$ cat config.mk
export PLATFORM = sky130hd
export DESIGN_NAME = fetch_sequencer_flat
export DESIGN_NICKNAME = d
export VERILOG_FILES = /design/src/rtl/fetch_sequencer_pkg.sv /design/src/rtl/fetch_sequencer_if.sv /design/src/rtl/adder32bits.sv /design/src/rtl/fetch_sequencer_next_pc_select.sv /design/src/rtl/fetch_sequencer.sv /design/src/flat_wrapper.sv
export SDC_FILE = /design/constraint.sdc
export NUM_CORES = 1
export LEC_CHECK = 0
export CORE_MARGIN = 3
export CORE_UTILIZATION = 38
export DETAILED_ROUTE_END_ITERATION = 8
export PLACE_DENSITY = 0.67
export SLEW_MARGIN = 40
export SYNTH_ARGS = -nofsm -noshare
export SYNTH_HDL_FRONTEND = slang
export SYNTH_HIERARCHICAL = 1
export SYNTH_SLANG_ARGS = --single-unit
$ cat constraint.sdc
create_clock -name clk -period 3.4 [get_ports clk]
set_input_delay 0.34 -clock clk [delete_from_list [all_inputs] [get_ports clk]]
set_output_delay 0.34 -clock clk [all_outputs]
set_load 0.02 [all_outputs]
$ cat src/rtl/fetch_sequencer_pkg.sv
// -----------------------------------------------------------------------------
// fetch_pkg
// Shared types and constants for the instruction-fetch sequencer.
//   fetch_state_t : fetch FSM states (BOOT, RUN, STALL, FLUSH)
//   npc_sel_t     : which source produced the next PC this cycle
//   TEXT_BASE_DEFAULT : PC value after reset
//   NOP_INSTR     : encoding loaded into IF/ID for a bubble
//   align_word()  : clears the byte-offset bits of a target address
// -----------------------------------------------------------------------------
package fetch_pkg;

    typedef enum logic [1:0] {
        BOOT  = 2'd0,
        RUN   = 2'd1,
        STALL = 2'd2,
        FLUSH = 2'd3
    } fetch_state_t;

    typedef enum logic [2:0] {
        SEL_HOLD = 3'd0,
        SEL_JR   = 3'd1,
        SEL_J    = 3'd2,
        SEL_BR   = 3'd3,
        SEL_SEQ  = 3'd4
    } npc_sel_t;

    localparam logic [31:0] TEXT_BASE_DEFAULT = 32'h0040_0000;
    localparam logic [31:0] NOP_INSTR         = 32'h0000_0000;

    // Instructions are word aligned; the two low address bits are dropped.
    function automatic logic [31:0] align_word(input logic [31:0] addr);
        return {addr[31:2], 2'b00};
    endfunction

endpackage

$ cat src/rtl/fetch_sequencer_if.sv
// -----------------------------------------------------------------------------
// fetch_sequencer_if
// Bundles the ID-stage requests, program-memory data and IF/ID outputs of the
// fetch sequencer.
//   master : the fetch sequencer (drives PC, IF/ID, pulses and counters)
//   slave  : the surrounding ID stage / program memory
// -----------------------------------------------------------------------------
interface fetch_sequencer_if #(
    parameter int NBits    = 32,
    parameter int CNT_BITS = 16
);
    logic                Stall_i;
    logic                Branch_Taken_i;
    logic [NBits-1:0]    Branch_Target_i;
    logic                Jump_i;
    logic [NBits-1:0]    Jump_Target_i;
    logic                JumpReg_i;
    logic [NBits-1:0]    JumpReg_Target_i;
    logic [NBits-1:0]    Instruction_i;

    logic [NBits-1:0]    PC_o;
    logic [NBits-1:0]    IFID_Instruction_o;
    logic [NBits-1:0]    IFID_PC_4_o;
    logic                IFID_Valid_o;
    logic                Redirect_o;
    logic                Misalign_o;
    logic [CNT_BITS-1:0] Stall_Count_o;
    logic [CNT_BITS-1:0] Flush_Count_o;

    modport master (
        input  Stall_i, Branch_Taken_i, Branch_Target_i, Jump_i, Jump_Target_i,
               JumpReg_i, JumpReg_Target_i, Instruction_i,
        output PC_o, IFID_Instruction_o, IFID_PC_4_o, IFID_Valid_o,
               Redirect_o, Misalign_o, Stall_Count_o, Flush_Count_o
    );

    modport slave (
        output Stall_i, Branch_Taken_i, Branch_Target_i, Jump_i, Jump_Target_i,
               JumpReg_i, JumpReg_Target_i, Instruction_i,
        input  PC_o, IFID_Instruction_o, IFID_PC_4_o, IFID_Valid_o,
               Redirect_o, Misalign_o, Stall_Count_o, Flush_Count_o
    );
endinterface

$ cat src/rtl/adder32bits.sv
// -----------------------------------------------------------------------------
// Adder32bits
// Plain modulo-2^NBits adder used for the PC+4 increment.
//   data0, data1 : operands
//   result       : data0 + data1, carry discarded
// -----------------------------------------------------------------------------
module Adder32bits #(
    parameter int NBits = 32
) (
    input  logic [NBits-1:0] data0,
    input  logic [NBits-1:0] data1,
    output logic [NBits-1:0] result
);
    assign result = data0 + data1;
endmodule

$ cat src/rtl/fetch_sequencer_next_pc_select.sv
// -----------------------------------------------------------------------------
// next_pc_select
// Combinational next-PC priority mux: stall > JR > J > taken branch > PC+4.
//   stall, jump_reg, jump, branch_taken : requests from ID
//   jr_target, j_target, br_target      : raw target byte addresses
//   pc, pc_plus4                        : current PC and its increment
//   next_pc  : PC for the next edge (redirect targets word-aligned)
//   redirect : a redirect is accepted this cycle
//   misalign : the accepted target had nonzero low bits
// -----------------------------------------------------------------------------
module next_pc_select
    import fetch_pkg::*;
#(
    parameter int NBits = 32
) (
    input  logic             stall,
    input  logic             jump_reg,
    input  logic             jump,
    input  logic             branch_taken,
    input  logic [NBits-1:0] jr_target,
    input  logic [NBits-1:0] j_target,
    input  logic [NBits-1:0] br_target,
    input  logic [NBits-1:0] pc,
    input  logic [NBits-1:0] pc_plus4,
    output logic [NBits-1:0] next_pc,
    output logic             redirect,
    output logic             misalign
);
    npc_sel_t         sel;
    logic [NBits-1:0] raw_target;

    always_comb begin
        sel = SEL_SEQ;
        if (stall)             sel = SEL_HOLD;
        else if (jump_reg)     sel = SEL_JR;
        else if (jump)         sel = SEL_J;
        else if (branch_taken) sel = SEL_BR;
    end

    always_comb begin
        raw_target = pc_plus4;
        case (sel)
            SEL_JR:  raw_target = jr_target;
            SEL_J:   raw_target = j_target;
            SEL_BR:  raw_target = br_target;
            default: raw_target = pc_plus4;
        endcase
    end

    assign redirect = (sel == SEL_JR) || (sel == SEL_J) || (sel == SEL_BR);
    assign misalign = redirect && (raw_target[1:0] != 2'b00);

    always_comb begin
        next_pc = pc_plus4;
        if (sel == SEL_HOLD)
            next_pc = pc;
        else if (redirect)
            next_pc = {raw_target[NBits-1:2], 2'b00};
    end
endmodule

$ cat src/rtl/fetch_sequencer.sv
// -----------------------------------------------------------------------------
// fetch_sequencer
// Owns the program counter and the IF/ID pipeline register of the MIPS core.
//   clk   : clock, rising edge
//   reset : asynchronous active-low reset
//   bus   : master side of fetch_sequencer_if (ID requests in, PC / IF/ID /
//           redirect pulses / saturating stall and flush counters out)
// A stall freezes PC and IF/ID; an accepted redirect loads the word-aligned
// target into PC and squashes the instruction fetched in the same cycle.
// -----------------------------------------------------------------------------
module fetch_sequencer
    import fetch_pkg::*;
#(
    parameter int          NBits     = 32,
    parameter logic [31:0] TEXT_BASE = TEXT_BASE_DEFAULT,
    parameter int          CNT_BITS  = 16
) (
    input  logic              clk,
    input  logic              reset,
    fetch_sequencer_if.master bus
);
    localparam logic [NBits-1:0]    PC_STEP = NBits'(4);
    localparam logic [CNT_BITS-1:0] CNT_MAX = '1;

    logic [NBits-1:0]    pc_reg;
    logic [NBits-1:0]    pc_plus4;
    logic [NBits-1:0]    next_pc;
    logic                redirect;
    logic                misalign;
    logic [NBits-1:0]    ifid_instr_reg;
    logic [NBits-1:0]    ifid_pc4_reg;
    logic                ifid_valid_reg;
    logic [CNT_BITS-1:0] stall_cnt_reg;
    logic [CNT_BITS-1:0] flush_cnt_reg;
    fetch_state_t        state_reg;
    fetch_state_t        state_next;

    Adder32bits #(.NBits(NBits)) u_pc_adder (
        .data0  (pc_reg),
        .data1  (PC_STEP),
        .result (pc_plus4)
    );

    next_pc_select #(.NBits(NBits)) u_next_pc (
        .stall        (bus.Stall_i),
        .jump_reg     (bus.JumpReg_i),
        .jump         (bus.Jump_i),
        .branch_taken (bus.Branch_Taken_i),
        .jr_target    (bus.JumpReg_Target_i),
        .j_target     (bus.Jump_Target_i),
        .br_target    (bus.Branch_Target_i),
        .pc           (pc_reg),
        .pc_plus4     (pc_plus4),
        .next_pc      (next_pc),
        .redirect     (redirect),
        .misalign     (misalign)
    );

    // Every state leaves by the same rule: stall wins, then redirect, else run.
    always_comb begin
        state_next = state_reg;
        case (state_reg)
            BOOT, RUN, FLUSH, STALL: begin
                if (bus.Stall_i)   state_next = STALL;
                else if (redirect) state_next = FLUSH;
                else               state_next = RUN;
            end
            default: state_next = BOOT;
        endcase
    end

    always_ff @(posedge clk or negedge reset) begin
        if (!reset) begin
            pc_reg         <= TEXT_BASE[NBits-1:0];
            ifid_instr_reg <= '0;
            ifid_pc4_reg   <= '0;
            ifid_valid_reg <= 1'b0;
            stall_cnt_reg  <= '0;
            flush_cnt_reg  <= '0;
            state_reg      <= BOOT;
        end else begin
            state_reg <= state_next;
            pc_reg    <= next_pc;
            if (bus.Stall_i) begin
                ifid_instr_reg <= ifid_instr_reg;
                ifid_pc4_reg   <= ifid_pc4_reg;
                ifid_valid_reg <= ifid_valid_reg;
            end else if (redirect) begin
                ifid_instr_reg <= NOP_INSTR[NBits-1:0];
                ifid_pc4_reg   <= '0;
                ifid_valid_reg <= 1'b0;
            end else begin
                ifid_instr_reg <= bus.Instruction_i;
                ifid_pc4_reg   <= pc_plus4;
                ifid_valid_reg <= 1'b1;
            end
            if (bus.Stall_i && (stall_cnt_reg != CNT_MAX))
                stall_cnt_reg <= stall_cnt_reg + 1'b1;
            if (redirect && (flush_cnt_reg != CNT_MAX))
                flush_cnt_reg <= flush_cnt_reg + 1'b1;
        end
    end

    assign bus.PC_o               = pc_reg;
    assign bus.IFID_Instruction_o = ifid_instr_reg;
    assign bus.IFID_PC_4_o        = ifid_pc4_reg;
    assign bus.IFID_Valid_o       = ifid_valid_reg;
    // The pulses are combinational; gate them so they read 0 while in reset.
    assign bus.Redirect_o         = redirect & reset;
    assign bus.Misalign_o         = misalign & reset;
    assign bus.Stall_Count_o      = stall_cnt_reg;
    assign bus.Flush_Count_o      = flush_cnt_reg;
endmodule

$ cat src/flat_wrapper.sv
// flat-port wrapper written by rule: the top's interface ports become plain ports
module fetch_sequencer_flat import fetch_pkg::*;
#(
    parameter int          NBits     = 32,
    parameter logic [31:0] TEXT_BASE = TEXT_BASE_DEFAULT,
    parameter int          CNT_BITS  = 16
)
  (clk, reset, bus_Stall_i, bus_Branch_Taken_i, bus_Branch_Target_i, bus_Jump_i, bus_Jump_Target_i, bus_JumpReg_i, bus_JumpReg_Target_i, bus_Instruction_i, bus_PC_o, bus_IFID_Instruction_o, bus_IFID_PC_4_o, bus_IFID_Valid_o, bus_Redirect_o, bus_Misalign_o, bus_Stall_Count_o, bus_Flush_Count_o);
  fetch_sequencer_if #(.NBits(NBits), .CNT_BITS(CNT_BITS)) bus_i ();
  input  logic clk;
  input  logic reset;
  input wire logic [$bits(bus_i.Stall_i)-1:0] bus_Stall_i;
  input wire logic [$bits(bus_i.Branch_Taken_i)-1:0] bus_Branch_Taken_i;
  input wire logic [$bits(bus_i.Branch_Target_i)-1:0] bus_Branch_Target_i;
  input wire logic [$bits(bus_i.Jump_i)-1:0] bus_Jump_i;
  input wire logic [$bits(bus_i.Jump_Target_i)-1:0] bus_Jump_Target_i;
  input wire logic [$bits(bus_i.JumpReg_i)-1:0] bus_JumpReg_i;
  input wire logic [$bits(bus_i.JumpReg_Target_i)-1:0] bus_JumpReg_Target_i;
  input wire logic [$bits(bus_i.Instruction_i)-1:0] bus_Instruction_i;
  output wire logic [$bits(bus_i.PC_o)-1:0] bus_PC_o;
  output wire logic [$bits(bus_i.IFID_Instruction_o)-1:0] bus_IFID_Instruction_o;
  output wire logic [$bits(bus_i.IFID_PC_4_o)-1:0] bus_IFID_PC_4_o;
  output wire logic [$bits(bus_i.IFID_Valid_o)-1:0] bus_IFID_Valid_o;
  output wire logic [$bits(bus_i.Redirect_o)-1:0] bus_Redirect_o;
  output wire logic [$bits(bus_i.Misalign_o)-1:0] bus_Misalign_o;
  output wire logic [$bits(bus_i.Stall_Count_o)-1:0] bus_Stall_Count_o;
  output wire logic [$bits(bus_i.Flush_Count_o)-1:0] bus_Flush_Count_o;
  assign bus_i.Stall_i = bus_Stall_i;
  assign bus_i.Branch_Taken_i = bus_Branch_Taken_i;
  assign bus_i.Branch_Target_i = bus_Branch_Target_i;
  assign bus_i.Jump_i = bus_Jump_i;
  assign bus_i.Jump_Target_i = bus_Jump_Target_i;
  assign bus_i.JumpReg_i = bus_JumpReg_i;
  assign bus_i.JumpReg_Target_i = bus_JumpReg_Target_i;
  assign bus_i.Instruction_i = bus_Instruction_i;
  assign bus_PC_o = bus_i.PC_o;
  assign bus_IFID_Instruction_o = bus_i.IFID_Instruction_o;
  assign bus_IFID_PC_4_o = bus_i.IFID_PC_4_o;
  assign bus_IFID_Valid_o = bus_i.IFID_Valid_o;
  assign bus_Redirect_o = bus_i.Redirect_o;
  assign bus_Misalign_o = bus_i.Misalign_o;
  assign bus_Stall_Count_o = bus_i.Stall_Count_o;
  assign bus_Flush_Count_o = bus_i.Flush_Count_o;
  fetch_sequencer #(.NBits(NBits), .TEXT_BASE(TEXT_BASE), .CNT_BITS(CNT_BITS)) u_core (.clk(clk), .reset(reset), .bus(bus_i));
endmodule
After elaboration in Yosys (flattened, before gate mapping). Cells that the tools add are included.

Memory bits (writable): 0. Bits in read-only memories: 0. Bits in latches: 0. Word-level logic and storage cells: 32. Bits of input ports: 134. Bits in registers: 129. Output and inout port bits: 131. Memories: 0.

$add $sub $neg: 3. Bitwise gates (word level): 2. Order comparisons: 0. Div/mod/pow operators: 0. Multipliers: 0. Mux-type cells: 9. Reductions and logical operators: 7. Shifts and indexed selects: 0. Equal/unequal tests: 5.

Operators with widths (count): 2-to-1 mux 32 bit (3); case mux 32 bit (3 select lines) (1); adder 16 x 1 -> 16 bit, second input constant (2); adder 32 x 3 -> 32 bit, second input constant (1); != test 16 bit, second input constant (2); 2-to-1 mux 3 bit (4); equality test 3 x 2 -> 1 bit, second input constant (2); equality test 3 x 1 -> 1 bit, second input constant (1); logical AND 1 bit (3); zero test 3 bit (1); AND 1 bit (2); logical OR 1 bit (2); nonzero test 2 bit (1); 2-to-1 mux 1 bit (1).

Longest topological paths before layout. Gate-level depths: netlist (run 1).

Depth in word-level cells: 9. Gate-level depth with buffers: 11. Mapped depth without buffers: 11.

Hierarchy. The synthesis (run 1) kept the hierarchy.

By module, submodules not included: fetch_sequencer (cells an instance 451, sequential area each 3229.3 um2, instances 1, area each 4889.7 um2); Adder32bits (cells an instance 241, sequential area each 0.0 um2, instances 1, area each 1744.2 um2); next_pc_select (cells an instance 160, sequential area each 0.0 um2, instances 1, area each 1036.0 um2).

Worst setup path before layout (run 1). Ideal clock, no wire load.

Kind: reg2reg. Start point: register u_core.pc_reg[2] (netlist: u_core/bus.PC_o[2]). End point: register u_core.ifid_pc4_reg[31] (netlist: u_core/bus.IFID_PC_4_o[31]). Data arrival time: 2.447 ns. Data required time: 3.279 ns. Clock period less this slack: 2.568 ns. Path buffers: 0. Cell stages (with the launch flop): 10. Slack: 0.832 ns. Cell sequence: dfrtp_1 > ha_1 > o211ai_1 > o21ai_2 > o21bai_4 > a22oi_4 > a311oi_4 > o311a_1 > or3_1 > a22o_1.

Cells in the longest elaborated chain, start to end: 2.

RTL lines: start: declaration (RTL line fetch_sequencer.sv:25) `logic [NBits-1:0] pc_reg;`; start signal: assignment (RTL line fetch_sequencer.sv:74) `pc_reg <= TEXT_BASE[NBits-1:0];`; start signal: assignment (RTL line fetch_sequencer.sv:83) `pc_reg <= next_pc;`; adder 32 x 3 -> 32 bit (RTL line adder32bits.sv:14) `assign result = data0 + data1;`; via u_core.pc_plus4[31] (RTL line fetch_sequencer.sv:26) `logic [NBits-1:0] pc_plus4;`; 2-to-1 mux 32 bit (RTL line fetch_sequencer.sv:88) `end else if (redirect) begin`; end signal: assignment (RTL line fetch_sequencer.sv:86) `ifid_pc4_reg <= ifid_pc4_reg;`; end signal: assignment (RTL line fetch_sequencer.sv:94) `ifid_pc4_reg <= pc_plus4;`; end: declaration (RTL line fetch_sequencer.sv:31) `logic [NBits-1:0] ifid_pc4_reg;`.

The timed path passes the listed nets, and every way through them passes these cells. A chain may end at the register's enable or synchronous reset.

Worst setup path in the final report (run 1). Ends and elaborated chain as after synthesis.

==> results of run 1 <==
synthesized netlist by cell type, types with 5 or more instances:
cell type  number  area [um^2]
xor2_1         38          333
a21oi_1        86          430
o22ai_1        20          125
nand3_1        18         90.1
o221ai_1       30          263
a22o_1          5         43.8
nand4_1        14         87.6
clkbuf_1       43          161
buf_2           6         30.0
nor3_1         14         70.1
nor4_1          6         37.5
nand2_1       157          589
o21ai_0        78          390
o22ai_2        10          125
a21o_1         21          158
xnor2_1        19          166
ha_1           33          413
inv_1          11         41.3
dfrtp_1       128         3200
nor2_1         25         93.8
layout make-up:
| class | count | area, um^2 |
|---|---|---|
| sequential | 129 | 3230 |
| fill | 1823 | 8420 |
| inverter | 13 | 48.8 |
| multi-input combinational | 686 | 4290 |
| tap | 265 | 332 |
| clock buffer | 21 | 470 |
| clock inverter | 11 | 129 |
| antenna | 1 | 2.50 |
| timing repair buffer | 275 | 2740 |
flip-flops by register name, indices dropped and copies added, names as in the netlist:
register,cells
u_core/bus.Stall_Count_o,16
u_core/bus.IFID_PC_4_o,32
u_core/bus.PC_o,32
u_core/bus.IFID_Valid_o,1
u_core/bus.IFID_Instruction_o,32
u_core/bus.Flush_Count_o,16
per-stage QoR:
step	worst slack (ns)	cell area, um^2	hold WS [ns]	cells
after floorplan	0.832	7790	0.0444	883
after global placement	0.808	10600	0.293	1367
after detailed placement	0.720	10600	0.298	1367
after CTS	0.703	11200	0.333	1400
after global routing	0.552	11200	0.358	1401
final	0.697	11200	0.337	1401
power by group:
part           leakage [nW]  total, W  switching, W  internal (W)
registers              1.62   0.00206      0.000258       0.00180
logic                  2.90   0.00235       0.00127       0.00108
clock network         0.284   0.00185      0.000708       0.00114
total                  4.80   0.00626       0.00223       0.00402
metal layers:
metal / vias to the layer above / wire length [um] / track usage [%]
li1: 3626 / - / -
met1: 3491 / 11000 / 29.8
met2: 275 / 11400 / 35.8
met3: 34 / 1740 / 5.88
met4: 0 / 426 / 6.24
met5: - / 0 / 0
cell families after synthesis:
group / after synthesis / share of synthesized area, %
xor gates and xnor gates: 57 / 6.51
AOI/OAI and AO/OA: 292 / 25.3
muxes: 4 / 0.604
buffers and inverters: 68 / 3.77
adders and majority gates: 34 / 5.64
and+or+nand+nor: 266 / 15.9
DFF: 129 / 42.1
other: 2 / 0.0979
final timing paths:
path	start	endpoint	slack (ns)	cells past startpoint
min reg2reg	u_core/bus.IFID_Instruction_o[29]	u_core/bus.IFID_Instruction_o[29]	0.48	2
max in group asynchronous	reset	u_core/bus.Stall_Count_o[8]	1.99	3
min in group asynchronous	reset	u_core/bus.Flush_Count_o[3]	0.42	2
max reg2reg	u_core/bus.PC_o[2]	u_core/bus.IFID_PC_4_o[31]	0.70	9
min	bus_Stall_i	u_core/bus.IFID_Instruction_o[8]	0.34	3
max	u_core/bus.PC_o[2]	u_core/bus.IFID_PC_4_o[31]	0.70	9
critical path, cell delays in order (launching register included):
cell,delay [ns]
dfrtp_1,0.40
ha_1,0.36
o211ai_1,0.13
o21ai_2,0.27
o21bai_4,0.11
a22oi_4,0.25
a311oi_4,0.14
o311a_1,0.35
or3_1,0.37
a22o_1,0.21
timing repair:
action,in CTS,in global routing
endpoints found under the hold margin,41,0
gates resized for setup,0,0
hold buffers,1,0
==> flow_metrics.env, run 1 <==
export IMPL_status="finished clean"
export IMPL_hold_violations=0
export IMPL_cts_buffer_depth=2
export IMPL_ys_seq_area_share_pct=42.1
export IMPL_clk_latency_ns=0.41
export IMPL_fin_nets=1290
export IMPL_final_cell_mix="clkdlybuf4s50_1, nand2_1, dfrtp_1, a21oi_1, o21ai_0"
export IMPL_route_detailed_drc=0
export IMPL_routed_wl_um=24500
export IMPL_drt_pass1_iter_count=5
export IMPL_final_max_slew_violation_count=0
export IMPL_grt_max_degree=84
export IMPL_hpwl_um=18300
export IMPL_cts_htree_levels=4
export IMPL_worstHoldPathType="in -> reg"
export IMPL_period_share_pct=79.5
export IMPL_antenna_found_initial=1
export IMPL_cp_max_fo=4
export IMPL_path_class="reg -> reg"
export IMPL_fp_row_count=51
export IMPL_synthFlopType="dfrtp_1"
export IMPL_avgSynthCellArea_um2=9.00
export IMPL_synth_async_reset_ratio_pct=100
export IMPL_p_total_w=0.00626
export IMPL_finalSetupTns_ns=0
export IMPL_leakage_nw=4.80
export IMPL_drive_above_1_share_pct=7.14
export IMPL_rsz0062_at_grt="no"
export IMPL_core_area_um2=19700
export IMPL_ant_nets=0
export IMPL_skew_ns=0.00636
export IMPL_synth_edf_count=0
export IMPL_viasPerCell=5.30
export IMPL_required_ns=3.70
export IMPL_yosysWarnings=6
export IMPL_cts_sinks=129
export IMPL_ir_drop_v=0.000309
export IMPL_numPortBuffers=264
export IMPL_cts_tree="done"
export IMPL_place_gp_congestion=0.943
export IMPL_area_growth_synth_to_final_pct=46.5
export IMPL_overflow=0
export IMPL_grt_pass1_vias=7367
export IMPL_grt_total_usage_pct=22.3
export IMPL_path_clk_slew_ns=0.06
export IMPL_syn_cell_area_um2=7670
export IMPL_period_needed_ns=2.70
export IMPL_cts_made_buffers=17
export IMPL_cts_root_buf="clkbuf_16"
export IMPL_worstMarginPinSlew_ns=0.723
export IMPL_layout_commonest_cell="clkdlybuf4s50_1"
export IMPL_grt_pass1_wl_um=39300
export IMPL_cp_arrival_ns=3.00
export IMPL_utilization_pct=57.2
export IMPL_start_util_pct=39.0
export IMPL_drt_initial_drc_count=418
export IMPL_die_height_um=148
export IMPL_crit_path_end_kind="flip-flop"
export IMPL_netlist_instances=852
export IMPL_fmax_mhz=370
export IMPL_maxSlewHeadroom_pct=51.4
export IMPL_cp_start_kind="flip-flop"
export IMPL_synth_seq_cells=129
export IMPL_setup_viol=0
export IMPL_yosysUniqueCellTypes=72
export IMPL_die_w_um=148
export IMPL_power_density_nw_per_um2=557
export IMPL_vias=7426
export IMPL_postCtsSetupRepairBufs=0
export IMPL_io_pin_count=265
export IMPL_routedWlPerCell_um=17.5
export IMPL_die_area_um2=21900
export IMPL_drv_cap=0
Note: power is estimated with default switching activity, not from simulation.
==> run 2: changes to the inputs <==
--- a/config.mk
+++ b/config.mk
@@ -8,7 +8,7 @@
 export CORE_MARGIN = 3
 export CORE_UTILIZATION = 38
 export DETAILED_ROUTE_END_ITERATION = 8
-export PLACE_DENSITY = 0.67
+export PLACE_DENSITY = 0.7
 export SLEW_MARGIN = 40
 export SYNTH_ARGS = -nofsm -noshare
 export SYNTH_HDL_FRONTEND = slang
==> constraint.sdc (replaced) <==
create_clock -name clk -period 2.3 [get_ports clk]
set_input_delay 0.23 -clock clk [delete_from_list [all_inputs] [get_ports clk]]
set_output_delay 0.23 -clock clk [all_outputs]
set_load 0.02 [all_outputs]
==> run 2 against run 1 <==
Effect of this change:
- the flow now finishes with violations (negative setup slack)
- first-iteration DRC count is 0.96% higher
- combinational power is 72% higher
- clock power grew 52%
- worst hold slack worse by 0.12 ns
- largest cell class unchanged
- largest power group unchanged
==> flow_metrics.env, run 2 (same netlist as run 1, synthesis figures left out) <==
export IMPL_status="finished, violations left"
export IMPL_violations="negative setup slack"
export IMPL_antenna_found_initial=5
export IMPL_grt_pass1_wl_um=41100
export IMPL_die_area_um2=21900
export IMPL_setup_viol=15
export IMPL_dp_cells=1421
export IMPL_die_height_um=148
export IMPL_drt_initial_drc_count=422
export IMPL_cp_max_fo=2
export IMPL_n_fill_cell=1711
export IMPL_utilization_pct=61.7
export IMPL_crit_path_cell_trace="ha_4 > o21a_1 > o211ai_1 > o21bai_4 > a22oi_4 > a311oi_4 > buf_6 > nor4_2 > or3_4 > a22o_1"
export IMPL_cp_arrival_ns=2.74
export IMPL_numPortBuffers=264
export IMPL_overflow=0
export IMPL_stdcell_count=1465
export IMPL_worstHoldPathType="in -> async"
export IMPL_routed_wl_um=26700
export IMPL_drt_pass1_iter_count=5
export IMPL_hpwl_um=19200
export IMPL_core_area_um2=19700
export IMPL_cts_htree_levels=4
export IMPL_ant_nets=0
export IMPL_cts_root_buf="clkbuf_16"
export IMPL_crit_path_end_kind="flip-flop"
export IMPL_maxSlewHeadroom_pct=55.3
export IMPL_grt_max_degree=75
export IMPL_final_cell_mix="clkdlybuf4s50_1, nand2_1, dfrtp_1, a21oi_1, buf_4"
export IMPL_slowest_delay_ns=0.42
export IMPL_cts_buffer_depth=2
export IMPL_placed_area_um2=11100
export IMPL_layout_setup_ws_ns=-0.145
export IMPL_viasPerCell=5.41
export IMPL_hold_violations=0
export IMPL_grt_pass1_vias=7728
export IMPL_io_pin_count=265
export IMPL_route_detailed_drc=0
export IMPL_fin_area_um2=12100
export IMPL_power_density_nw_per_um2=818
export IMPL_start_util_pct=39.0
export IMPL_fin_nets=1351
export IMPL_cp_start_kind="flip-flop"
export IMPL_required_ns=2.60
export IMPL_die_w_um=148
export IMPL_final_max_slew_violation_count=0
export IMPL_rsz0062_at_grt="yes"
export IMPL_path_clk_slew_ns=0.06
export IMPL_pre_cts_ws_ns=-0.245
export IMPL_period_share_pct=106
export IMPL_worstMarginPinSlew_ns=0.654
export IMPL_area_growth_synth_to_final_pct=58.1
export IMPL_routedWlPerCell_um=18.2
export IMPL_drv_cap=0
export IMPL_fmax_mhz=409
export IMPL_period_needed_ns=2.44
export IMPL_place_gp_congestion=0.914
export IMPL_layout_commonest_cell="clkdlybuf4s50_1"
export IMPL_cts_made_buffers=17
export IMPL_vias=7931
export IMPL_cts_sinks=129
export IMPL_leakage_nw=5.19
export IMPL_drive_above_1_share_pct=16.4
export IMPL_path_class="reg -> reg"
export IMPL_critPathSlowestCell="dfrtp_2"
export IMPL_fp_row_count=51
export IMPL_grt_total_usage_pct=23.5
export IMPL_skew_ns=0.0112
export IMPL_clk_latency_ns=0.42
export IMPL_cts_tree="done"
export IMPL_fin_hold_ws_ns=0.220
export IMPL_ir_drop_v=0.000449
[run 2: path summary, 6_finish.rpt]
kind	start	depth (start not counted)	endpoint	slack (ns)
setup / recovery	u_core/bus.PC_o[5]	10	u_core/bus.IFID_PC_4_o[31]	-0.14
hold / removal	reset	2	u_core/bus.Flush_Count_o[2]	0.22
setup reg to reg	u_core/bus.PC_o[5]	10	u_core/bus.IFID_PC_4_o[31]	-0.14
hold reg to reg	u_core/bus.IFID_PC_4_o[6]	2	u_core/bus.IFID_PC_4_o[6]	0.48
max in group asynchronous	reset	3	u_core/bus.PC_o[30]	1.16
min in group clk	bus_Stall_i	5	u_core/bus.Stall_Count_o[12]	0.30
[run 2: power by group]
part / switching (W) / internal [W]
registers: 0.000383 / 0.00266
logic: 0.00210 / 0.00195
clock network: 0.00110 / 0.00172
[run 2: worst max-delay path: cells and delay by family, from the launching register on]
kind,cells,cell delay (ns)
and+or+nand+nor,2,0.40
DFF,1,0.42
adders and majority gates,1,0.21
AOI/OAI and AO/OA,6,1.13
buffers and inverters,1,0.15
[run 2: routing by layer]
metal  share of wire [%]  up-vias  global-route usage, %  wire length (um)
met5               0.049        -                      0                13
met4                 2.9        2                   9.61               779
met3                 7.0       60                   5.73              1880
met2                  48      341                   38.3             12700
met1                  42     3797                   30.0             11300
li1                    -     3731                      -                 -
[run 2: area by class of cell]
| type | count | area, um^2 | share of cell area, % |
|---|---|---|---|
| Antenna cell | 4 | 10.0 | 0.0826 |
| Timing Repair Buffer | 336 | 3230 | 26.6 |
| Multi-Input combinational cell | 686 | 4660 | 38.4 |
| Inverter | 13 | 48.8 | 0.402 |
| Clock inverter | 14 | 179 | 1.48 |
| Sequential cell | 129 | 3240 | 26.7 |
| Tap cell | 265 | 332 | 2.73 |
| Clock buffer | 18 | 429 | 3.54 |
[run 2: what timing repair did]
item                                    in CTS  in global routing
endpoints found under the hold margin       14                  0
gates cloned                                 0                  0
endpoints found under the setup margin      23                 38
gates resized for setup                     25                 47
hold buffers                                 1                  0
setup buffers                                5                  2
pin swaps                                   25                 15
[run 2: per-stage QoR]
step / power, W / setup TNS [ns]
3_5_place_dp: 0.00674 / -1.21
6_report: 0.00992 / -1.03
4_1_cts: 0.00971 / -0.903
2_1_floorplan: 0.00504 / -0.491
3_3_place_gp: 0.00669 / -0.590
5_1_grt: 0.0104 / -3.71
==> run 3: changes to the inputs <==
--- a/config.mk
+++ b/config.mk
@@ -8,7 +8,7 @@
 export CORE_MARGIN = 3
 export CORE_UTILIZATION = 38
 export DETAILED_ROUTE_END_ITERATION = 8
-export PLACE_DENSITY = 0.7
+export PLACE_DENSITY = 0.67
 export SLEW_MARGIN = 40
 export SYNTH_ARGS = -nofsm -noshare
 export SYNTH_HDL_FRONTEND = slang
==> constraint.sdc (replaced) <==
create_clock -name clk -period 3.05 [get_ports clk]
set_input_delay 0.305 -clock clk [delete_from_list [all_inputs] [get_ports clk]]
set_output_delay 0.305 -clock clk [all_outputs]
set_load 0.02 [all_outputs]
==> run 3 against run 2 <==
Effect of this change:
- the run now ends clean
- via count down 5.5%
- clock power down 23%
- maximum frequency down 8.2%
- critical path type unchanged
- design area down 7.1%
- die area unchanged
- critical endpoint is now u_core/bus.IFID_PC_4_o[18]
- worst setup slack better by 0.53 ns
- worst hold slack better by 0.10 ns
- sequential share of layout area up 1.9 points
- utilization down 4.4 points
- total power down 29%
- sequential power down 25%
- non-clock buffer count down 57
==> flow_metrics.env, run 3 (same netlist as run 1, synthesis figures left out) <==
export IMPL_path_class="reg -> reg"
export IMPL_ant_nets=0
export IMPL_multiInputGateArea_um2=4280
export IMPL_p_int_w=0.00458
export IMPL_antenna_found_initial=1
export IMPL_path_delay_family="compound AO/OA/AOI/OAI gates"
export IMPL_switchingPower_w=0.00250
export IMPL_fin_area_um2=11300
export IMPL_crit_end="u_core/bus.IFID_PC_4_o[18]"
export IMPL_drv_cap=0
export IMPL_routedWlPerCell_um=17.5
export IMPL_fmax_mhz=376
export IMPL_drive_above_1_share_pct=7.37
export IMPL_grt_max_degree=82
export IMPL_crit_path_cell_trace="ha_1 > o21a_1 > and2_1 > nand4_1 > a21oi_1 > nand3_1 > a311oi_1 > xor2_1 > nand2_1 > o21ai_0"
export IMPL_drt_initial_drc_count=468
export IMPL_hold_violations=0
export IMPL_r2r_end="u_core/bus.IFID_PC_4_o[18]"
export IMPL_cts_sinks=129
export IMPL_cp_max_fo=4
export IMPL_seqCellArea_um2=3230
export IMPL_period_share_pct=87.3
export IMPL_worstMarginPinSlew_ns=0.816
export IMPL_power_density_nw_per_um2=629
export IMPL_crit_cells=10
export IMPL_vias=7491
export IMPL_grt_pass1_wl_um=38900
export IMPL_cts_made_buffers=17
export IMPL_critPathSlowestCell="a21oi_1"
export IMPL_die_w_um=148
export IMPL_ctsResizeCount=0
export IMPL_layout_commonest_cell="clkdlybuf4s50_1"
export IMPL_worstHoldPathType="in -> reg"
export IMPL_p_clk_share_pct=30.4
export IMPL_grt_total_usage_pct=22.1
export IMPL_fin_nets=1294
export IMPL_fp_row_count=51
export IMPL_route_detailed_drc=0
export IMPL_core_area_um2=19700
export IMPL_leakage_nw=4.83
export IMPL_comb_power_share_pct=37.2
export IMPL_finalSetupTns_ns=0
export IMPL_crit_buf_inv=0
export IMPL_viasPerCell=5.34
export IMPL_grt_pass1_vias=7374
export IMPL_hold_buffers=1
export IMPL_postCtsSetupRepairBufs=0
export IMPL_die_height_um=148
export IMPL_crit_path_end_kind="flip-flop"
export IMPL_die_area_um2=21900
export IMPL_n_fill_cell=1835
export IMPL_required_ns=3.38
export IMPL_clk_latency_ns=0.42
export IMPL_routed_wl_um=24500
export IMPL_slowest_delay_ns=0.41
export IMPL_numPortBuffers=264
export IMPL_path_clk_slew_ns=0.06
export IMPL_cp_start_kind="flip-flop"
export IMPL_status="finished clean"
export IMPL_place_gp_congestion=0.889
export IMPL_setup_viol=0
export IMPL_diodes=0
export IMPL_r2r_cells=10
export IMPL_rsz0062_at_grt="no"
export IMPL_critPathLaunch="u_core/bus.PC_o[6]"
export IMPL_cp_arrival_ns=3.00
export IMPL_overflow=0
export IMPL_cts_tree="done"
export IMPL_io_pin_count=265
export IMPL_period_needed_ns=2.66
export IMPL_ir_drop_v=0.000347
export IMPL_r2r_start="u_core/bus.PC_o[6]"
export IMPL_hpwl_um=18200
export IMPL_cts_root_buf="clkbuf_16"
export IMPL_final_max_slew_violation_count=0
export IMPL_maxSlewHeadroom_pct=45.1
export IMPL_rrSetupSlack_ns=0.39
export IMPL_final_cell_mix="clkdlybuf4s50_1, nand2_1, dfrtp_1, a21oi_1, o21ai_0"
export IMPL_cts_htree_levels=4
export IMPL_cts_buffer_depth=2
export IMPL_start_util_pct=39.0
export IMPL_power_switching_share_pct=35.3
export IMPL_placed_area_um2=10600
export IMPL_drt_pass1_iter_count=5
export IMPL_skew_ns=0.00910
export IMPL_area_growth_synth_to_final_pct=46.9
export IMPL_seq_power_share_pct=32.4
-- run 3: stage by stage --
stage	hold WS [ns]	util [%]	instances	setup WS [ns]	total power (W)
finish	0.321	57.3	1404	0.387	0.00708
global route	0.333	57.3	1404	0.207	0.00746
CTS	0.312	57.3	1404	0.398	0.00709
detailed placement	0.237	54.1	1371	0.406	0.00491
global placement	0.238	54.1	1371	0.483	0.00488
floorplan	0.00941	-	883	0.482	0.00376
-- run 3: tightest hold or removal path: cells and delay by family --
kind | cells | cell delay (ns)
compound gates | 1 | 0.07
buf+inv | 1 | 0.23
simple gates | 1 | 0.09
-- run 3: worst min path at each step --
stage	startpoint	endpoint	slack (ns)	cells after the start
global placement	reset	u_core/bus.Flush_Count_o[5]	0.24	1
finish	bus_Stall_i	u_core/bus.IFID_Instruction_o[8]	0.32	3
CTS	bus_Stall_i	u_core/bus.IFID_Instruction_o[8]	0.31	3
global route	bus_Stall_i	u_core/bus.IFID_Instruction_o[11]	0.33	3
floorplan	reset	u_core/bus.Flush_Count_o[0]	0.009	0
detailed placement	reset	u_core/bus.Flush_Count_o[4]	0.24	1
-- run 3: cell type report --
cell class,instances,share of cell area (%)
clock buffer,18,3.81
clock inverter,14,1.68
inverter,13,0.433
multi-input combinational,686,38.0
sequential,129,28.7
tap,265,2.94
timing repair buffer,279,24.5
-- run 3: power groups by stage --
stage | sequential [W] | combinational, W | clock (W)
after CTS | 0.00230 | 0.00260 | 0.00219
after floorplan | 0.00263 | 0.00113 | 0
final | 0.00229 | 0.00263 | 0.00216
after detailed placement | 0.00232 | 0.00259 | 0
after global placement | 0.00231 | 0.00256 | 0
after global routing | 0.00234 | 0.00285 | 0.00226
-- run 3: routing by layer --
metal	vias up	share of wire, %	track usage [%]
met3	33	7.6	6.55
met1	3565	43	28.0
met4	2	2.0	6.24
li1	3619	-	-
met2	272	47	36.8
met5	-	0.053	0
